**config.mk**
```make
export PLATFORM = sky130hd
export DESIGN_NAME = pipelined_shifter
export DESIGN_NICKNAME = d
export VERILOG_FILES = /design/src/rtl/pipelined_shifter.sv
export SDC_FILE = /design/constraint.sdc
export NUM_CORES = 1
export LEC_CHECK = 0
export CAP_MARGIN = 0
export CORE_UTILIZATION = 45
export DETAILED_ROUTE_END_ITERATION = 7
export DONT_BUFFER_PORTS = 1
export GPL_ROUTABILITY_DRIVEN = 0
export GPL_TIMING_DRIVEN = 0
export PLACE_DENSITY_LB_ADDON = 0.15
export SLEW_MARGIN = 15
export SYNTH_ARGS = -nofsm -noshare
export SYNTH_HDL_FRONTEND = slang
export SYNTH_SLANG_ARGS = --single-unit
```
**constraint.sdc**
```tcl
create_clock -name clk -period 2.8 [get_ports clk]
set_clock_uncertainty 0.2 [all_clocks]
set_input_delay 0.7 -clock clk [delete_from_list [all_inputs] [get_ports clk]]
set_output_delay 0.7 -clock clk [all_outputs]
set_load 0.01 [all_outputs]
```
**src/rtl/pipelined_shifter.sv**
```systemverilog
// Pipelined log shifter: SLL/SRL/SLA/SRA/ROL/ROR with valid/ready on both sides.
// Optional outputs zero_flag/carry_out are enabled by defining SHIFTER_FLAGS_EN.
module pipelined_shifter #(
  parameter int WIDTH       = 32,
  parameter int PIPE_STAGES = 2,
  localparam int SH_W       = $clog2(WIDTH)
) (
  input  logic             clk,
  input  logic             rst,
  input  logic             in_valid,
  output logic             in_ready,
  input  logic [WIDTH-1:0] shift_in,
  input  logic [SH_W-1:0]  SH,
  input  logic [2:0]       ftn,
  output logic             out_valid,
  input  logic             out_ready,
  output logic [WIDTH-1:0] shift_out
`ifdef SHIFTER_FLAGS_EN
  ,
  output logic             zero_flag,
  output logic             carry_out
`endif
);

  typedef enum logic [1:0] {OP_LEFT, OP_RIGHT, OP_ROTR} op_e;

  localparam int BASE  = SH_W / PIPE_STAGES;
  localparam int EXTRA = SH_W % PIPE_STAGES;

  // Earlier stages absorb the leftover levels when SH_W does not divide evenly.
  function automatic int lvl_lo(input int s);
    return s * BASE + ((s < EXTRA) ? s : EXTRA);
  endfunction

  function automatic int lvl_hi(input int s);
    return lvl_lo(s) + BASE + ((s < EXTRA) ? 1 : 0);
  endfunction

  function automatic logic [WIDTH-1:0] apply_levels(
    input logic [WIDTH-1:0] d,
    input logic [SH_W-1:0]  sh,
    input op_e              op,
    input logic             fill,
    input int               lo,
    input int               hi
  );
    logic [WIDTH-1:0] r;
    r = d;
    for (int k = 0; k < SH_W; k++) begin
      if (k >= lo && k < hi && sh[k]) begin
        case (op)
          OP_LEFT:  r = r << (1 << k);
          OP_RIGHT: r = (r >> (1 << k)) | (fill ? ~({WIDTH{1'b1}} >> (1 << k)) : '0);
          default:  r = (r >> (1 << k)) | (r << (WIDTH - (1 << k)));
        endcase
      end
    end
    return r;
  endfunction

  logic            advance;
  logic [SH_W-1:0] sh_entry;
  op_e             op_entry;
  logic            fill_entry;

  logic [WIDTH-1:0] data_q [PIPE_STAGES];
  logic [SH_W-1:0]  sh_q   [PIPE_STAGES];
  op_e              op_q   [PIPE_STAGES];
  logic             fill_q [PIPE_STAGES];
  logic             vld_q  [PIPE_STAGES];

  logic [WIDTH-1:0] stg_data [PIPE_STAGES];
  logic [SH_W-1:0]  stg_sh   [PIPE_STAGES];
  op_e              stg_op   [PIPE_STAGES];
  logic             stg_fill [PIPE_STAGES];
  logic             stg_vld  [PIPE_STAGES];
  logic [WIDTH-1:0] res      [PIPE_STAGES];

  assign advance   = !out_valid || out_ready;
  assign in_ready  = advance;
  assign out_valid = vld_q[PIPE_STAGES-1];
  assign shift_out = data_q[PIPE_STAGES-1];

  // ROL n is rewritten as ROR (WIDTH-n) mod WIDTH; pass codes shift by zero.
  always_comb begin
    op_entry = OP_LEFT;
    sh_entry = SH;
    case (ftn)
      3'b000, 3'b010: op_entry = OP_LEFT;
      3'b001, 3'b011: op_entry = OP_RIGHT;
      3'b100: begin
        op_entry = OP_ROTR;
        sh_entry = -SH;
      end
      3'b101:  op_entry = OP_ROTR;
      default: sh_entry = '0;
    endcase
    fill_entry = (ftn == 3'b011) && shift_in[WIDTH-1];
  end

  always_comb begin
    stg_data[0] = shift_in;
    stg_sh[0]   = sh_entry;
    stg_op[0]   = op_entry;
    stg_fill[0] = fill_entry;
    stg_vld[0]  = in_valid;
    for (int s = 1; s < PIPE_STAGES; s++) begin
      stg_data[s] = data_q[s-1];
      stg_sh[s]   = sh_q[s-1];
      stg_op[s]   = op_q[s-1];
      stg_fill[s] = fill_q[s-1];
      stg_vld[s]  = vld_q[s-1];
    end
    for (int s = 0; s < PIPE_STAGES; s++) begin
      res[s] = apply_levels(stg_data[s], stg_sh[s], stg_op[s], stg_fill[s],
                            lvl_lo(s), lvl_hi(s));
    end
  end

  // Payload only moves with a valid token so shift_out holds across bubbles.
  for (genvar s = 0; s < PIPE_STAGES; s++) begin : g_stage
    always_ff @(posedge clk) begin
      if (rst) begin
        vld_q[s]  <= 1'b0;
        data_q[s] <= '0;
        sh_q[s]   <= '0;
        op_q[s]   <= OP_LEFT;
        fill_q[s] <= 1'b0;
      end else if (advance) begin
        vld_q[s] <= stg_vld[s];
        if (stg_vld[s]) begin
          data_q[s] <= res[s];
          sh_q[s]   <= stg_sh[s];
          op_q[s]   <= stg_op[s];
          fill_q[s] <= stg_fill[s];
        end
      end
    end
  end

`ifdef SHIFTER_FLAGS_EN
  logic [SH_W-1:0] idx_left;
  logic [SH_W-1:0] idx_right;
  logic            carry_entry;
  logic            carry_q   [PIPE_STAGES];
  logic            stg_carry [PIPE_STAGES];
  logic            zero_q;

  // Last bit shifted out is known from the operand alone, so it rides the pipe.
  always_comb begin
    idx_left    = -SH;
    idx_right   = SH - 1'b1;
    carry_entry = 1'b0;
    if (SH != '0) begin
      case (ftn)
        3'b000, 3'b010, 3'b100: carry_entry = shift_in[idx_left];
        3'b001, 3'b011, 3'b101: carry_entry = shift_in[idx_right];
        default:                carry_entry = 1'b0;
      endcase
    end
    stg_carry[0] = carry_entry;
    for (int s = 1; s < PIPE_STAGES; s++) stg_carry[s] = carry_q[s-1];
  end

  for (genvar s = 0; s < PIPE_STAGES; s++) begin : g_carry
    always_ff @(posedge clk) begin
      if (rst) carry_q[s] <= 1'b0;
      else if (advance && stg_vld[s]) carry_q[s] <= stg_carry[s];
    end
  end

  always_ff @(posedge clk) begin
    if (rst) zero_q <= 1'b0;
    else if (advance && stg_vld[PIPE_STAGES-1]) zero_q <= (res[PIPE_STAGES-1] == '0);
  end

  assign zero_flag = zero_q;
  assign carry_out = carry_q[PIPE_STAGES-1];
`endif

endmodule

```
==> flow_summary.json, run 1 <==
{
  "status": "complete, but fails checks",
  "violations": "setup timing",
  "netlist_instances": 897,
  "hold_violations": 0,
  "async_flop_share_pct": 0,
  "cts.path.max_buffers": 2,
  "die_width_um": 127.7,
  "crit_type": "in2reg",
  "critPathLaunchType": "input pin",
  "mostFrequentLayoutCells": "nor2_1 (95), nand2_1 (78), a21oi_1 (77)",
  "endpoint": "data_q[0][17]",
  "reg2reg_slack_ps": 20,
  "hold_path.class": "in2reg",
  "powerDensity_mw_per_mm2": 483.9,
  "fmax_mhz": 354.8,
  "cp-startpoint": "ftn[2]",
  "cts-root-buf": "clkbuf_16",
  "finalCritPeriodShare_pct": 100.7,
  "avgRoutedWirePerCell_um": 24.37,
  "syn_area_mm2": 0.007111,
  "grt_max_degree": 38,
  "fill_cells": 1512,
  "r2r_end": "data_q[0][15]",
  "irDropWorstVdd_uv": 306.0,
  "endpoint_kind": "flip-flop",
  "drt_iter0_drc": 1303,
  "setup_viol": 2,
  "seq_area_frac_synth_pct": 29.98,
  "place_inst": 1108,
  "grt_pass1_vias": 7071,
  "pin_count": 78,
  "core_area_mm2": 0.01531,
  "synth_area_per_cell_um2": 7.927,
  "layout_commonest_cell": "nor2_1",
  "synth_ff_type": "edfxtp_1",
  "report.final.slew_viol_count": 0,
  "rows": 45,
  "grt_pass1_wl_mm": 41.20,
  "yosysWarnings": 0,
  "sw_frac_of_total_pct": 34.22,
  "numCtsBuffers": 9,
  "rsz0062_at_grt": "false",
  "clk_pin_slew_worst_paths_ps": 60,
  "internal-power_mw": 2.485,
  "synth_edf_count": 71,
  "tightest_slew_ps": 869.5,
  "nets": 956,
  "finalNonFillerCells": 1127,
  "slew_headroom_pct": 41.52,
  "fp.dieH_um": 127.7,
  "die_area_mm2": 0.01631,
  "p_leak_nw": 2.877,
  "ant_nets": 0,
  "reg2reg_depth": 9,
  "fin_ws_ps": -18.48,
  "ctsHoldBuffers": 0,
  "finalWorstPathRequiredPeriod_ps": 2818,
  "crit_arrival_ps": 2700,
  "p_sw_mw": 1.293,
  "p_comb_share_pct": 31.6,
  "ys_types": 76,
  "initial_core_util_pct": 46.43,
  "drt_drc_violations_left": 0,
  "area.growth.synth_to_final_pct": 9.819,
  "port_buffers": 0,
  "cts_tree": "built",
  "first_pass_iters": 6,
  "insertion_delay_ps": 330,
  "grt-ovfl-total": 0,
  "critical_path_required_ps": 2680,
  "fin_tns_setup_ps": -36.64,
  "hold_depth": 1,
  "critPathMaxFanout": 10,
  "reg2reg_from": "vld_q[1]",
  "grt_usage_pct": 33.48,
  "max_cap_viol_count": 0,
  "n_antenna_cell": 0,
  "drive_gt1_share_pct": 13.54,
  "syn-num-nets": 942,
  "seqPwrFrac_pct": 36.4,
  "hpwl_mm": 21.10,
  "pwr-share-clk_pct": 32.0,
  "cts_max_level": 3,
  "wl_mm": 27.46,
  "viasPerCell": 6.958,
  "fin_total_pwr_mw": 3.778,
  "ys_ff_latch": 71,
  "pre_cts_ws_ps": -590.0,
  "vias": 7842,
  "cts_sinks": 71,
  "antenna_found_initial": 0
}
[sequential cells by signal, summed over array words and instances, names as in the netlist]
register	flops
fill_q	1
sh_q	2
op_q	2
data_q	64
vld_q	2
[final cells by class]
type | count | area, um2 | area share [%]
well taps | 211 | 264.0 | 3.381
repair buffers | 3 | 22.52 | 0.2884
clock buffers | 10 | 229.0 | 2.932
inverters | 10 | 40.04 | 0.5127
flip-flops and latches | 71 | 2132 | 27.30
multi-input cells | 732 | 4603 | 58.95
plain buffers | 84 | 424.2 | 5.432
clock inverters | 6 | 93.84 | 1.202
[synthesized netlist by cell type (6+ instances only)]
cell       instances  area, um2
a211oi_1           6      45.04
a21o_1            12      90.09
a21oi_1           77      385.4
a22o_1            10      87.58
a2bb2oi_1          8      70.07
a31o_2             8      70.07
a31oi_1           26      162.7
a32o_1             6      60.06
and2_1             7      43.79
buf_2             33      165.2
buf_4              8      60.06
clkbuf_1          37      138.9
edfxtp_1          71       2132
inv_1              8      30.03
mux2_2            14      157.7
mux2i_1           41      410.4
nand2_1           79      296.5
nand2b_1          10      62.56
nand3_1           53      265.3
nor2_1            96      360.4
nor2b_1           46      287.8
nor3_1            13      65.06
nor3b_1           25      187.7
o211ai_1          15      112.6
o21a_1             7      52.55
o21ai_0           54      270.3
o221a_2            8      90.09
o221ai_1           6      52.55
o22ai_1           12      75.07
[cell families (layout without fill, tap and decap cells)]
logic type	after synthesis	count (layout)	synth area share [%]
simple gates	362	362	25.48
buf+inv	94	113	6.088
mux	55	55	7.989
compound gates	314	314	30.28
flops	71	71	29.98
fa+ha+maj	1	1	0.1759
[repair_timing]
| action | in CTS | in global routing |
|---|---|---|
| setup endpoints to repair | 31 | 31 |
| buffers inserted | 0 | 3 |
| gates resized for setup | 12 | 23 |
| pin swaps | 0 | 4 |
[critical path, cell delays in order]
cell and delay, ps:
buf_2 210, nand2b_1 160, clkbuf_2 250, nand2_1 290, clkbuf_2 330, a211oi_1 440
nor3_1 90, a32o_1 210
[power by group through the flow]
| stage | Clock (mW) | Combinational, mW | Sequential [mW] |
|---|---|---|---|
| after global routing | 1.26 | 1.26 | 1.38 |
| after floorplan | 0 | 0.813 | 1.36 |
| after CTS | 1.22 | 1.12 | 1.37 |
| after global placement | 0 | 1.11 | 1.39 |
| final | 1.21 | 1.20 | 1.37 |
| after detailed placement | 0 | 1.11 | 1.39 |
[metrics by stage]
| stage | hold WS (ps) | util, % | instance area (um2) |
|---|---|---|---|
| 2_1_floorplan | 498.7 | - | 7127 |
| 3_3_place_gp | 574.2 | 48.26 | 7391 |
| 3_5_place_dp | 583.2 | 48.28 | 7395 |
| 4_1_cts | 420.6 | 50.56 | 7744 |
| 5_1_grt | 423.4 | 50.99 | 7809 |
| 6_report | 423.2 | 50.99 | 7809 |
[worst min-delay path by stage]
stage / slack (ps) / endpoint / startpoint
after global placement: 570 / data_q[1][15] / data_q[0][31]
after CTS: 420 / vld_q[0] / rst
final: 420 / vld_q[0] / rst
after floorplan: 500 / data_q[1][10] / data_q[0][26]
after global routing: 420 / vld_q[0] / rst
after detailed placement: 580 / data_q[1][9] / data_q[0][25]
[per-layer routing]
| layer | GRT usage (%) | wire length, um | vias to the layer above |
|---|---|---|---|
| li1 | - | - | 3431 |
| met1 | 47.49 | 11090 | 3579 |
| met2 | 47.35 | 10980 | 695 |
| met3 | 8.472 | 3874 | 137 |
| met4 | 15.85 | 1515 | 0 |
| met5 | 0 | 0 | - |
No activity file was read; power rests on OpenSTA's default activity.
==> run 2, diff against run 1 <==
CORE_MARGIN = 8   (was default)
CTS_CLUSTER_DIAMETER = 120   (was default)
==> run 2 against run 1 <==
Net effect:
- the run now ends clean
- combinational power about the same
- clock power about the same
- sequential power about the same
- first-iteration DRC count rose by 7.4%
- utilization shrank 0.99 points
- sequential share of layout area shrank 0.065 points
- largest power group unchanged
- via count increased by 0.78%
- worst setup slack gained 34 ps
==> flow_summary.json, run 2 (synthesized netlist as in run 1, its figures left out) <==
{
  "nets": 955,
  "critical_path_required_ps": 2790,
  "fin_total_pwr_mw": 3.782,
  "cts_sinks": 71,
  "max_stage_delay_ps": 430,
  "core_area_mm2": 0.01566,
  "final_util_pct": 50.00,
  "reg2reg_depth": 9,
  "path_cells": "nor2b_1 > inv_1 > nand3b_1 > clkbuf_2 > inv_1 > clkbuf_2 > nand2_1 > a211oi_1 > o22a_1",
  "grt_usage_pct": 27.53,
  "finalWorstPathRequiredPeriod_ps": 2784,
  "grt_max_degree": 38,
  "grt-ovfl-total": 0,
  "crit_arrival_ps": 2770,
  "numCtsBuffers": 9,
  "avgRoutedWirePerCell_um": 25.15,
  "drt_drc_violations_left": 0,
  "antenna_found_initial": 0,
  "hpwl_mm": 21.90,
  "port_buffers": 0,
  "p_leak_nw": 2.880,
  "layout_commonest_cell": "nor2_1",
  "n_antenna_cell": 0,
  "fp.dieH_um": 141.7,
  "finalCritPeriodShare_pct": 99.45,
  "report.final.slew_viol_count": 0,
  "powerDensity_mw_per_mm2": 483.2,
  "die_area_mm2": 0.02008,
  "fin_ws_ps": 15.53,
  "fmax_mhz": 359.1,
  "cts_max_level": 3,
  "slew_headroom_pct": 43.82,
  "finalInstanceArea_mm2": 0.007828,
  "drt_iter0_drc": 1399,
  "vias": 7903,
  "hold_depth": 1,
  "die_width_um": 141.7,
  "cts-root-buf": "clkbuf_16",
  "wl_mm": 28.45,
  "fin_tns_setup_ps": 0,
  "first_pass_iters": 8,
  "critPathLaunchType": "flip-flop",
  "grt_pass1_wl_mm": 42.60,
  "critPathMaxFanout": 10,
  "place_inst": 1113,
  "status": "finished clean",
  "hold_violations": 0,
  "ctsHoldBuffers": 0,
  "cts.path.max_buffers": 2,
  "largest_reg_flops": 64,
  "viasPerCell": 6.988,
  "drive_gt1_share_pct": 13.99,
  "area.growth.synth_to_final_pct": 10.08,
  "initial_core_util_pct": 45.42,
  "tightest_slew_ps": 835.2,
  "max_cap_viol_count": 0,
  "largest_register": "data_q",
  "pin_count": 78,
  "rsz0062_at_grt": "true",
  "finalNonFillerCells": 1131,
  "setup_viol": 0,
  "cts_tree": "built",
  "hold_path.class": "in2reg",
  "grt_pass1_vias": 7099,
  "mostFrequentLayoutCells": "nor2_1 (94), nand2_1 (78), a21oi_1 (76)",
  "endpoint_kind": "flip-flop",
  "crit_type": "reg2reg",
  "dpl_cell_area_mm2": 0.007401,
  "ant_nets": 0,
  "clk_pin_slew_worst_paths_ps": 60,
  "rows": 46,
  "crit_path_top_delay_cell": "edfxtp_1",
  "fin_hold_ws_ps": 444.0,
  "irDropWorstVdd_uv": 316.7,
  "pre_cts_ws_ps": -639.6,
  "fill_cells": 1555,
  "insertion_delay_ps": 340
}
run 2: cell type report:
cell class	instances	area, um2	share of cell area, %
Buffer	84	436.7	5.579
Inverter	10	40.04	0.5115
Tap cell	216	270.3	3.453
Multi-Input combinational cell	732	4619	59.02
Sequential cell	71	2132	27.24
Clock inverter	6	85.08	1.087
Timing Repair Buffer	2	15.01	0.1918
Clock buffer	10	229.0	2.925
run 2: worst paths after layout:
path | from | to | slack, ps
hold / removal | rst | vld_q[0] | 440
setup reg to reg | vld_q[1] | data_q[0][15] | 20
setup / recovery | vld_q[1] | data_q[0][15] | 20
hold reg to reg | data_q[0][26] | data_q[1][10] | 600
run 2: power by group:
| part | internal [mW] | total, mW | switching, mW |
|---|---|---|---|
| sequential | 1.29 | 1.38 | 0.0885 |
| combinational | 0.416 | 1.20 | 0.786 |
| clock | 0.776 | 1.20 | 0.427 |
run 2: timing repair:
action	CTS	global route
hold endpoints to repair	0	0
setup buffers	0	2
pin swaps	1	4
gates resized for setup	14	32
setup endpoints to repair	32	33
run 2: routing by layer:
| layer | up-vias | track usage (%) | share of wire (%) |
|---|---|---|---|
| met4 | 0 | 13.74 | 5.5 |
| met3 | 136 | 6.754 | 14 |
| met5 | - | 0 | 0 |
| met1 | 3649 | 37.89 | 40 |
| met2 | 685 | 39.18 | 41 |
| li1 | 3433 | - | - |
run 2: worst max-delay path: cells and delay by family, from the launching register on:
kind / cells / cell delay, ps
buffers and inverters: 4 / 1040
and+or+nand+nor: 3 / 490
AOI/OAI and AO/OA: 2 / 470
DFF: 1 / 430
